### src/rtl/pe_frame_sched_if.sv
// ============================================================================
//  Module   : pe_frame_sched_if
//  Purpose  : Upstream word stream plus pe_control write/readout signals.
//  Revision : 1.0  initial release
// ============================================================================
`default_nettype none

interface pe_frame_sched_if #(
  parameter int DATA_W = 32
);
  logic              s_vld;
  logic [DATA_W-1:0] s_data;
  logic              s_rdy;
  logic              wr_sop;
  logic              wr_eop;
  logic              wr_vld;
  logic [DATA_W-1:0] wr_data;
  logic              rd_sop;

  // Environment side: produces words, consumes the frame/readout signals
  modport master (
    output s_vld, s_data,
    input  s_rdy, wr_sop, wr_eop, wr_vld, wr_data, rd_sop
  );

  // Sequencer side
  modport slave (
    input  s_vld, s_data,
    output s_rdy, wr_sop, wr_eop, wr_vld, wr_data, rd_sop
  );
endinterface

`default_nettype wire

### src/rtl/pe_frame_sched.sv
// ============================================================================
//  Module   : pe_frame_sched
//  Purpose  : Forms fixed-length write frames from a word stream, then fires
//             a readout start once the last RAM write has landed.
//  Revision : 1.0  initial release
// ============================================================================
`default_nettype none

module pe_frame_sched #(
  parameter int FRAME_BEATS = 10,
  parameter int WR2RD_GAP   = 2,
  parameter int RD_CYCLES   = 18,
  parameter int CNT_W       = 8
) (
  input  wire logic             clk,
  input  wire logic             rst_n,
  input  wire logic             run,
  input  wire logic             abort,
  pe_frame_sched_if.slave       bus,
  output logic                  busy,
  output logic                  frame_done,
  output logic [CNT_W-1:0]      frame_cnt
);

  localparam int c_beat_w = $clog2(FRAME_BEATS);
  localparam int c_gap_w  = (WR2RD_GAP > 1) ? $clog2(WR2RD_GAP) : 1;
  localparam int c_rd_w   = (RD_CYCLES > 1) ? $clog2(RD_CYCLES) : 1;

  localparam logic [c_beat_w-1:0] c_beat_last = c_beat_w'(FRAME_BEATS - 1);
  localparam logic [c_gap_w-1:0]  c_gap_last  = c_gap_w'(WR2RD_GAP - 1);
  localparam logic [c_rd_w-1:0]   c_rd_last   = c_rd_w'(RD_CYCLES - 1);

  typedef enum logic [1:0] {
    ST_IDLE = 2'd0,
    ST_LOAD = 2'd1,
    ST_GAP  = 2'd2,
    ST_READ = 2'd3
  } state_t;

  state_t              r_state;
  logic [c_beat_w-1:0] r_beat_cnt;
  logic [c_gap_w-1:0]  r_gap_cnt;
  logic [c_rd_w-1:0]   r_rd_cnt;
  logic                r_wr_sop;
  logic                r_wr_eop;
  logic                r_wr_vld;
  logic [31:0]         r_wr_data;
  logic                r_rd_sop;
  logic                r_busy;
  logic                r_frame_done;
  logic [CNT_W-1:0]    r_frame_cnt;

  logic w_s_rdy;
  logic w_hs;

  assign w_s_rdy = (r_state == ST_LOAD);
  assign w_hs    = bus.s_vld & w_s_rdy;

  always_ff @(posedge clk or negedge rst_n) begin
    if (!rst_n) begin
      r_state      <= ST_IDLE;
      r_beat_cnt   <= '0;
      r_gap_cnt    <= '0;
      r_rd_cnt     <= '0;
      r_wr_sop     <= 1'b0;
      r_wr_eop     <= 1'b0;
      r_wr_vld     <= 1'b0;
      r_wr_data    <= '0;
      r_rd_sop     <= 1'b0;
      r_busy       <= 1'b0;
      r_frame_done <= 1'b0;
      r_frame_cnt  <= '0;
    end else begin
      r_wr_sop     <= 1'b0;
      r_wr_eop     <= 1'b0;
      r_wr_vld     <= 1'b0;
      r_rd_sop     <= 1'b0;
      r_frame_done <= 1'b0;

      // A word accepted in the abort cycle is dropped with the partial frame
      if (abort) begin
        r_state    <= ST_IDLE;
        r_beat_cnt <= '0;
        r_gap_cnt  <= '0;
        r_rd_cnt   <= '0;
        r_busy     <= 1'b0;
      end else begin
        case (r_state)
          ST_IDLE: begin
            if (run) begin
              r_state <= ST_LOAD;
              r_busy  <= 1'b1;
            end
          end

          ST_LOAD: begin
            if (w_hs) begin
              r_wr_vld  <= 1'b1;
              r_wr_data <= bus.s_data;
              r_wr_sop  <= (r_beat_cnt == '0);
              r_wr_eop  <= (r_beat_cnt == c_beat_last);
              if (r_beat_cnt == c_beat_last) begin
                r_beat_cnt <= '0;
                r_state    <= ST_GAP;
              end else begin
                r_beat_cnt <= r_beat_cnt + 1'b1;
              end
            end
          end

          ST_GAP: begin
            if (r_gap_cnt == c_gap_last) begin
              r_gap_cnt <= '0;
              r_state   <= ST_READ;
              r_rd_sop  <= 1'b1;
            end else begin
              r_gap_cnt <= r_gap_cnt + 1'b1;
            end
          end

          ST_READ: begin
            if (r_rd_cnt == c_rd_last) begin
              r_rd_cnt     <= '0;
              r_frame_done <= 1'b1;
              r_frame_cnt  <= r_frame_cnt + 1'b1;
              if (run) begin
                r_state <= ST_LOAD;
              end else begin
                r_state <= ST_IDLE;
                r_busy  <= 1'b0;
              end
            end else begin
              r_rd_cnt <= r_rd_cnt + 1'b1;
            end
          end

          default: begin
            r_state <= ST_IDLE;
            r_busy  <= 1'b0;
          end
        endcase
      end
    end
  end

  assign bus.s_rdy   = w_s_rdy;
  assign bus.wr_sop  = r_wr_sop;
  assign bus.wr_eop  = r_wr_eop;
  assign bus.wr_vld  = r_wr_vld;
  assign bus.wr_data = r_wr_data;
  assign bus.rd_sop  = r_rd_sop;
  assign busy        = r_busy;
  assign frame_done  = r_frame_done;
  assign frame_cnt   = r_frame_cnt;

endmodule

`default_nettype wire

### src/flat_wrapper.sv
// flat-port wrapper written by rule: the top's interface ports become plain ports
module pe_frame_sched_flat 
#(
  parameter int FRAME_BEATS = 10,
  parameter int WR2RD_GAP   = 2,
  parameter int RD_CYCLES   = 18,
  parameter int CNT_W       = 8
)
  (clk, rst_n, run, abort, busy, frame_done, frame_cnt, bus_s_vld, bus_s_data, bus_s_rdy, bus_wr_sop, bus_wr_eop, bus_wr_vld, bus_wr_data, bus_rd_sop);
  pe_frame_sched_if bus_i ();
  input  wire logic clk;
  input  wire logic rst_n;
  input  wire logic run;
  input  wire logic abort;
  output logic busy;
  output logic frame_done;
  output logic [CNT_W-1:0] frame_cnt;
  input wire logic [$bits(bus_i.s_vld)-1:0] bus_s_vld;
  input wire logic [$bits(bus_i.s_data)-1:0] bus_s_data;
  output wire logic [$bits(bus_i.s_rdy)-1:0] bus_s_rdy;
  output wire logic [$bits(bus_i.wr_sop)-1:0] bus_wr_sop;
  output wire logic [$bits(bus_i.wr_eop)-1:0] bus_wr_eop;
  output wire logic [$bits(bus_i.wr_vld)-1:0] bus_wr_vld;
  output wire logic [$bits(bus_i.wr_data)-1:0] bus_wr_data;
  output wire logic [$bits(bus_i.rd_sop)-1:0] bus_rd_sop;
  assign bus_i.s_vld = bus_s_vld;
  assign bus_i.s_data = bus_s_data;
  assign bus_s_rdy = bus_i.s_rdy;
  assign bus_wr_sop = bus_i.wr_sop;
  assign bus_wr_eop = bus_i.wr_eop;
  assign bus_wr_vld = bus_i.wr_vld;
  assign bus_wr_data = bus_i.wr_data;
  assign bus_rd_sop = bus_i.rd_sop;
  pe_frame_sched #(.FRAME_BEATS(FRAME_BEATS), .WR2RD_GAP(WR2RD_GAP), .RD_CYCLES(RD_CYCLES), .CNT_W(CNT_W)) u_core (.clk(clk), .rst_n(rst_n), .run(run), .abort(abort), .bus(bus_i), .busy(busy), .frame_done(frame_done), .frame_cnt(frame_cnt));
endmodule
### config.mk
export PLATFORM = sky130hd
export DESIGN_NAME = pe_frame_sched_flat
export DESIGN_NICKNAME = d
export VERILOG_FILES = /design/src/rtl/pe_frame_sched_if.sv /design/src/rtl/pe_frame_sched.sv /design/src/flat_wrapper.sv
export SDC_FILE = /design/constraint.sdc
export NUM_CORES = 1
export LEC_CHECK = 0
export CAP_MARGIN = 20
export CORE_UTILIZATION = 45
export CTS_CLUSTER_DIAMETER = 80
export DETAILED_ROUTE_END_ITERATION = 7
export PLACE_DENSITY = 0.81
export SLEW_MARGIN = 25
export SYNTH_ARGS = -nofsm -noshare
export SYNTH_HDL_FRONTEND = slang
export SYNTH_SLANG_ARGS = --single-unit
### constraint.sdc
create_clock -name clk -period 2.3 [get_ports clk]
set_input_delay 0.23 -clock clk [delete_from_list [all_inputs] [get_ports clk]]
set_output_delay 0.23 -clock clk [all_outputs]
set_load 0.05 [all_outputs]
==> results of run 1 <==
[cells in the final DEF, fill, tap and decap left out, types with 2 or more instances in the layout]
| cell type | n |
|---|---|
| nand2_1 | 105 |
| and3_1 | 2 |
| inv_1 | 8 |
| xor2_1 | 3 |
| clkinv_2 | 2 |
| clkbuf_8 | 11 |
| nor3_1 | 4 |
| nand4_1 | 4 |
| ha_1 | 11 |
| nand3_1 | 6 |
| nor2_1 | 9 |
| clkdlybuf4s50_1 | 82 |
| dfrtp_1 | 58 |
| xnor2_1 | 6 |
| a21oi_1 | 9 |
| nand2b_1 | 3 |
| o21ai_0 | 4 |
| buf_4 | 3 |
[final cells by class]
cell class	instances	area [µm²]	share of cell area, %
clock buffer	11	151.4	4.194
clock inverter	3	40.04	1.109
inverter	9	33.78	0.9359
multi-input combinational	184	967.2	26.79
sequential	58	1451	40.21
tap	70	87.58	2.426
timing repair buffer	88	878.3	24.33
[where the power goes]
group	leakage, nW	internal (W)	switching, W	total, W
Combinational	0.885	0.000727	0.00145	0.00218
Clock	0.101	0.000543	0.000363	0.000906
Sequential	0.758	0.00132	0.000172	0.00149
[per-stage QoR]
step,instance area [µm²],hold WS (ns),setup slack [ns]
floorplan,2486,-0.06559,0.1980
global placement,3408,0.2936,0.3085
detailed placement,3408,0.2988,0.2861
CTS,3610,0.4173,0.1014
global route,3610,0.4321,0.01913
finish,3610,0.4296,0.1181
[cells by family (layout without fill, tap and decap cells)]
kind of cell	count (synthesis)	after routing	synth area share, %
xor gates and xnor gates	9	9	3.171
and+or+nand+nor	142	142	24.26
DFF	58	58	58.38
muxes	3	3	1.459
AOI/OAI and AO/OA	19	19	4.480
buffers and inverters	17	111	2.717
adders and majority gates	11	11	5.536
[tightest hold or removal path: stages]
cell	delay (ns)
clkdlybuf4s50_1	0.39
nand2_1	0.05
nand2_1	0.04
[routing by layer]
metal | track usage, % | vias to the layer above | routed length (µm)
li1 | - | 1010 | -
met1 | 24.98 | 977 | 2378
met2 | 33.42 | 60 | 2669
met3 | 4.192 | 13 | 264
met4 | 11.15 | 0 | 127
met5 | 0 | - | 0
[how the worst max path moves through the flow]
stage / from / to
final: u_core.r_state[1] / bus_s_rdy
after global routing: u_core.r_state[1] / u_core.bus.wr_data[27]
after CTS: u_core.r_state[1] / bus_s_rdy
after detailed placement: u_core.r_state[1] / u_core.bus.wr_data[16]
after global placement: abort / u_core.r_state[0]
after floorplan: u_core.r_state[1] / u_core.bus.wr_data[23]
[what timing repair did]
item                      in CTS  in global routing
resized for setup              0                  0
hold endpoints to repair      27                  0
hold buffers                   1                  0
[state kept, by name, summed over array words and instances, names as in the netlist]
| name | cells |
|---|---|
| u_core.busy | 1 |
| u_core.r_beat_cnt | 4 |
| u_core.r_rd_cnt | 5 |
| u_core.bus.wr_vld | 1 |
| u_core.bus.rd_sop | 1 |
| u_core.r_state | 2 |
| u_core.bus.wr_data | 32 |
| u_core.r_gap_cnt | 1 |
| u_core.bus.wr_eop | 1 |
| u_core.bus.wr_sop | 1 |
| u_core.frame_done | 1 |
| u_core.frame_cnt | 8 |
==> qor.yml, run 1 <==
ios: 84
start_util_pct: 47.76
stdcell_count: 423
critPathBufInv: 2
gr-usage-all-layers_pct: 20.30
clockBufferDepth: 2
route.detailed.drc: 0
clk_latency_ns: 0.32
wl_mm: 5.440
power_density_nw_per_um2: 1267
cts_setup_buffers: 0
setup_viol: 0
cp-end-kind: "output pin"
cp_top_family: "buffers and inverters"
die_y_um: 76.33
drive_above_1_share_pct: 6.516
synthMostInstantiatedCell: "nand2_1"
fin_tns_setup_ns: 0
core.rowCount: 26
synthTopCellsByCount: "105 x nand2_1, 58 x dfrtp_1, 11 x ha_1, 9 x a21oi_1, 9 x nor2_1"
critPathSlowestCell: "clkdlybuf4s50_1"
cp.depth: 3
syn_inst: 259
grt_pass1_vias: 2089
drtPass1Iterations: 4
worstHoldPathCells: 3
avgSynthCellArea_um2: 9.599
fin_crit_ns: 2.182
async_reset_ff_share_pct: 100.0
vias: 2060
cts_max_level: 3
syn_nets: 307
reg2reg_depth: 7
antenna_found_initial: 0
r2r_start: "u_core.r_state[1]"
die_w_um: 76.33
crit_chain: "inv_1 -> ha_1 -> clkdlybuf4s50_1"
maxCapViolations: 0
start_kind: "flop"
finish.net_count: 398
fp.coreArea_um2: 5205
finalHoldViolCount: 0
min_to: "u_core.bus.wr_data[4]"
first_iter_violations: 64
grt_max_degree: 34
grt_setup_unrepaired: "false"
worstPathArrival_ns: 1.95
cp_data_required_time_ns: 2.07
cts_inserted_buffers: 9
ys_types: 35
r2r_end: "u_core.bus.wr_data[30]"
path_class: "reg -> out"
syn_to_final_growth_pct: 45.19
fillCellCount: 393
synthTopCellsByArea: "dfrtp_1 58%, nand2_1 16%, ha_1 5.5%, xnor2_1 2.1%, a21oi_1 1.8%"
gp_congestion: 0.8270
antenna_left: 0
synth-seq-cells: 58
overflow: 0
synth_top_cell_area_share_pct: 58.38
netlist_area_um2: 2486
vdd_drop_max_mv: 0.6410
dieArea_um2: 5826
cts_root_buf: "clkbuf_8"
hold_start: "bus_s_data[4]"
skew_ns: 0.006934
grt_pass1_wl_mm: 9.308
status: "completed"
wl_per_cell_um: 12.86
cts_tree: "yes"
slew_headroom_pct: 56.94
utilization_pct: 69.35
cts.clk_slew.worst_paths_ns: 0.06
port_buffers: 83
synth_edf_count: 0
hpwlAfterDp_mm: 3.971
clock_sinks: 58
synth_warnings: 0
p_leak_nw: 1.744
min_path_type: "in -> reg"
regToRegSetupSlack_ns: 0.30
yosysTopAreaCell: "dfrtp_1"
vias_per_cell: 4.870
finalPower_w: 0.004575
placed_cells: 408
tightest_slew_ns: 0.6460
cpPeakStageDelay_ns: 0.85
maxSlewViolCount: 0
synthFlopType: "dfrtp_1"
crit_fanout: 5
fin_crit_sh_pct: 94.86
yosysSeqAreaShare_pct: 58.38
max_freq_mhz: 458.3
n_antenna_cell: 0
Power figures use the tool's default switching activity.
==> run 2, diff against run 1 <==
--- a/config.mk
+++ b/config.mk
@@ -10,7 +10,7 @@
 export CTS_CLUSTER_DIAMETER = 80
 export DETAILED_ROUTE_END_ITERATION = 7
 export PLACE_DENSITY = 0.81
-export SLEW_MARGIN = 25
+export SLEW_MARGIN = 20
 export SYNTH_ARGS = -nofsm -noshare
 export SYNTH_HDL_FRONTEND = slang
 export SYNTH_SLANG_ARGS = --single-unit
==> results of run 2 <==
The final DEF is identical to that of run 1; final timing and power are the same.
==> run 3, diff against run 2 <==
--- a/config.mk
+++ b/config.mk
@@ -6,10 +6,12 @@
 export NUM_CORES = 1
 export LEC_CHECK = 0
 export CAP_MARGIN = 20
-export CORE_UTILIZATION = 45
+export CORE_UTILIZATION = 47
+export CTS_BUF_LIST = sky130_fd_sc_hd__clkbuf_8
 export CTS_CLUSTER_DIAMETER = 80
+export CTS_CLUSTER_SIZE = 40
 export DETAILED_ROUTE_END_ITERATION = 7
-export PLACE_DENSITY = 0.81
+export PLACE_DENSITY = 0.84
 export SLEW_MARGIN = 20
 export SYNTH_ARGS = -nofsm -noshare
 export SYNTH_HDL_FRONTEND = slang
==> qor.yml, run 3 (synthesis gave the netlist of run 1 again) <==
regToRegSetupSlack_ns: 0.31
vias: 2083
clk_latency_ns: 0.32
fp.coreArea_um2: 5107
slew_headroom_pct: 57.21
largest_reg_flops: 32
critPathBufInv: 2
antenna_left: 0
cpPeakStageDelay_ns: 0.83
drtPass1Iterations: 5
setup_ws_ns: 0.08665
p_comb_share_pct: 47.2
maxCapViolations: 0
mostFrequentLayoutCells: "105 x nand2_1, 82 x clkdlybuf4s50_1, 58 x dfrtp_1, 11 x ha_1, 11 x clkbuf_8"
reg2reg_depth: 7
cts_max_level: 3
worstHoldPathCells: 3
cp_top_family: "buffers and inverters"
pre_cts_ws_ns: 0.3441
ios: 84
status: "completed"
core.rowCount: 26
gp_congestion: 0.7820
p_clk_share_pct: 20.6
cp_data_required_time_ns: 2.07
start_kind: "flop"
vias_per_cell: 4.913
clock_sinks: 58
dieArea_um2: 5585
finish.net_count: 397
fin_hold_ws_ns: 0.4324
wl_mm: 5.826
n_antenna_cell: 0
die_y_um: 74.73
cts_root_buf: "clkbuf_8"
path_class: "reg -> out"
maxSlewViolCount: 0
finalHoldViolCount: 0
syn_to_final_growth_pct: 45.40
gr-usage-all-layers_pct: 22.19
drive_above_1_share_pct: 6.780
r2r_end: "u_core.bus.wr_data[2]"
worstPathArrival_ns: 1.98
first_iter_violations: 101
placed_area_um2: 3401
p_sw_share_pct: 43.98
max_freq_mhz: 451.8
start_util_pct: 48.68
r2r_start: "u_core.r_state[1]"
p_leak_nw: 1.743
setup_viol: 0
p_int_w: 0.002598
tightest_slew_ns: 0.6419
grt_pass1_wl_mm: 9.039
port_buffers: 83
design_area_um2: 3615
grt_pass1_vias: 1996
skew_ns: 0.005075
vdd_drop_max_mv: 0.5597
hold_start: "bus_s_data[29]"
fin_crit_sh_pct: 96.23
overflow: 0
route.detailed.drc: 0
grt_setup_unrepaired: "false"
wl_per_cell_um: 13.74
min_path_type: "in -> reg"
placed_cells: 407
crit_fanout: 5
cts_tree: "yes"
critPathSlowestCell: "clkdlybuf4s50_1"
die_w_um: 74.73
cp-end-kind: "output pin"
seqPwrFrac_pct: 32.2
cts_inserted_buffers: 9
stdcell_count: 424
clockBufferDepth: 2
min_to: "u_core.bus.wr_data[29]"
cts.clk_slew.worst_paths_ns: 0.07
power_density_nw_per_um2: 1283
antenna_found_initial: 0
grt_max_degree: 35
switching_power_w: 0.002040
hpwlAfterDp_mm: 4.051
mostFrequentLayoutCell: "nand2_1"
fin_crit_ns: 2.213
crit_chain: "inv_1 -> ha_1 -> clkdlybuf4s50_1"
fin_tns_setup_ns: 0
run 3: cell count changes in the layout (fill, tap and decap cells not counted), sizes merged:
cell / previous run / this run
buf: 5 / 4
clkinv: 2 / 3
clkinvlp: 0 / 1
run 3: stage by stage:
| stage | utilization [%] | total power, W |
|---|---|---|
| CTS | 70.77 | 0.004661 |
| global placement | 66.59 | 0.003632 |
| detailed placement | 66.59 | 0.003698 |
| finish | 70.77 | 0.004638 |
| floorplan | - | 0.002916 |
| global route | 70.77 | 0.004878 |
run 3: what timing repair did:
| action | 4_1_cts | 5_1_grt |
|---|---|---|
| endpoints found under the hold margin | 27 | 0 |
| hold buffers | 1 | 0 |
| gates resized for setup | 0 | 0 |
| buffers inserted | 0 | 0 |
run 3: routing by layer:
layer	GRT usage (%)	vias up	wire (µm)
met5	0	-	0
met4	7.128	0	17
met3	9.103	2	444
met2	36.04	79	2770
met1	27.07	989	2593
li1	-	1013	-
run 3: worst max path at each step:
stage	start	endpoint	cells after the start	slack, ns
after floorplan	u_core.r_state[1]	u_core.bus.wr_data[23]	8	0.20
after global routing	u_core.r_state[1]	bus_s_rdy	3	0.002
final	u_core.r_state[1]	bus_s_rdy	3	0.09
after detailed placement	u_core.r_state[1]	u_core.bus.wr_data[16]	7	0.34
after CTS	u_core.r_state[1]	bus_s_rdy	3	0.07
after global placement	u_core.r_state[1]	u_core.bus.wr_sop	6	0.44
run 3: cell type report:
type | instances | area, µm²
sequential | 58 | 1451
tap | 70 | 87.58
multi-input combinational | 184 | 967.2
clock buffer | 11 | 151.4
clock inverter | 5 | 52.55
timing repair buffer | 87 | 870.8
inverter | 9 | 33.78
fill | 395 | 1493
run 3: tightest hold or removal path, stage by stage:
cell and delay [ns]:
clkdlybuf4s50_1 0.40, nand2_1 0.05, nand2_1 0.04
run 3: power by group through the flow:
stage	Sequential (W)	Combinational [W]	Clock [W]
after floorplan	0.00245	0.000469	0
after global placement	0.00149	0.00214	0
after detailed placement	0.00151	0.00219	0
after CTS	0.00149	0.00220	0.000969
after global routing	0.00153	0.00232	0.00103
final	0.00149	0.00219	0.000955
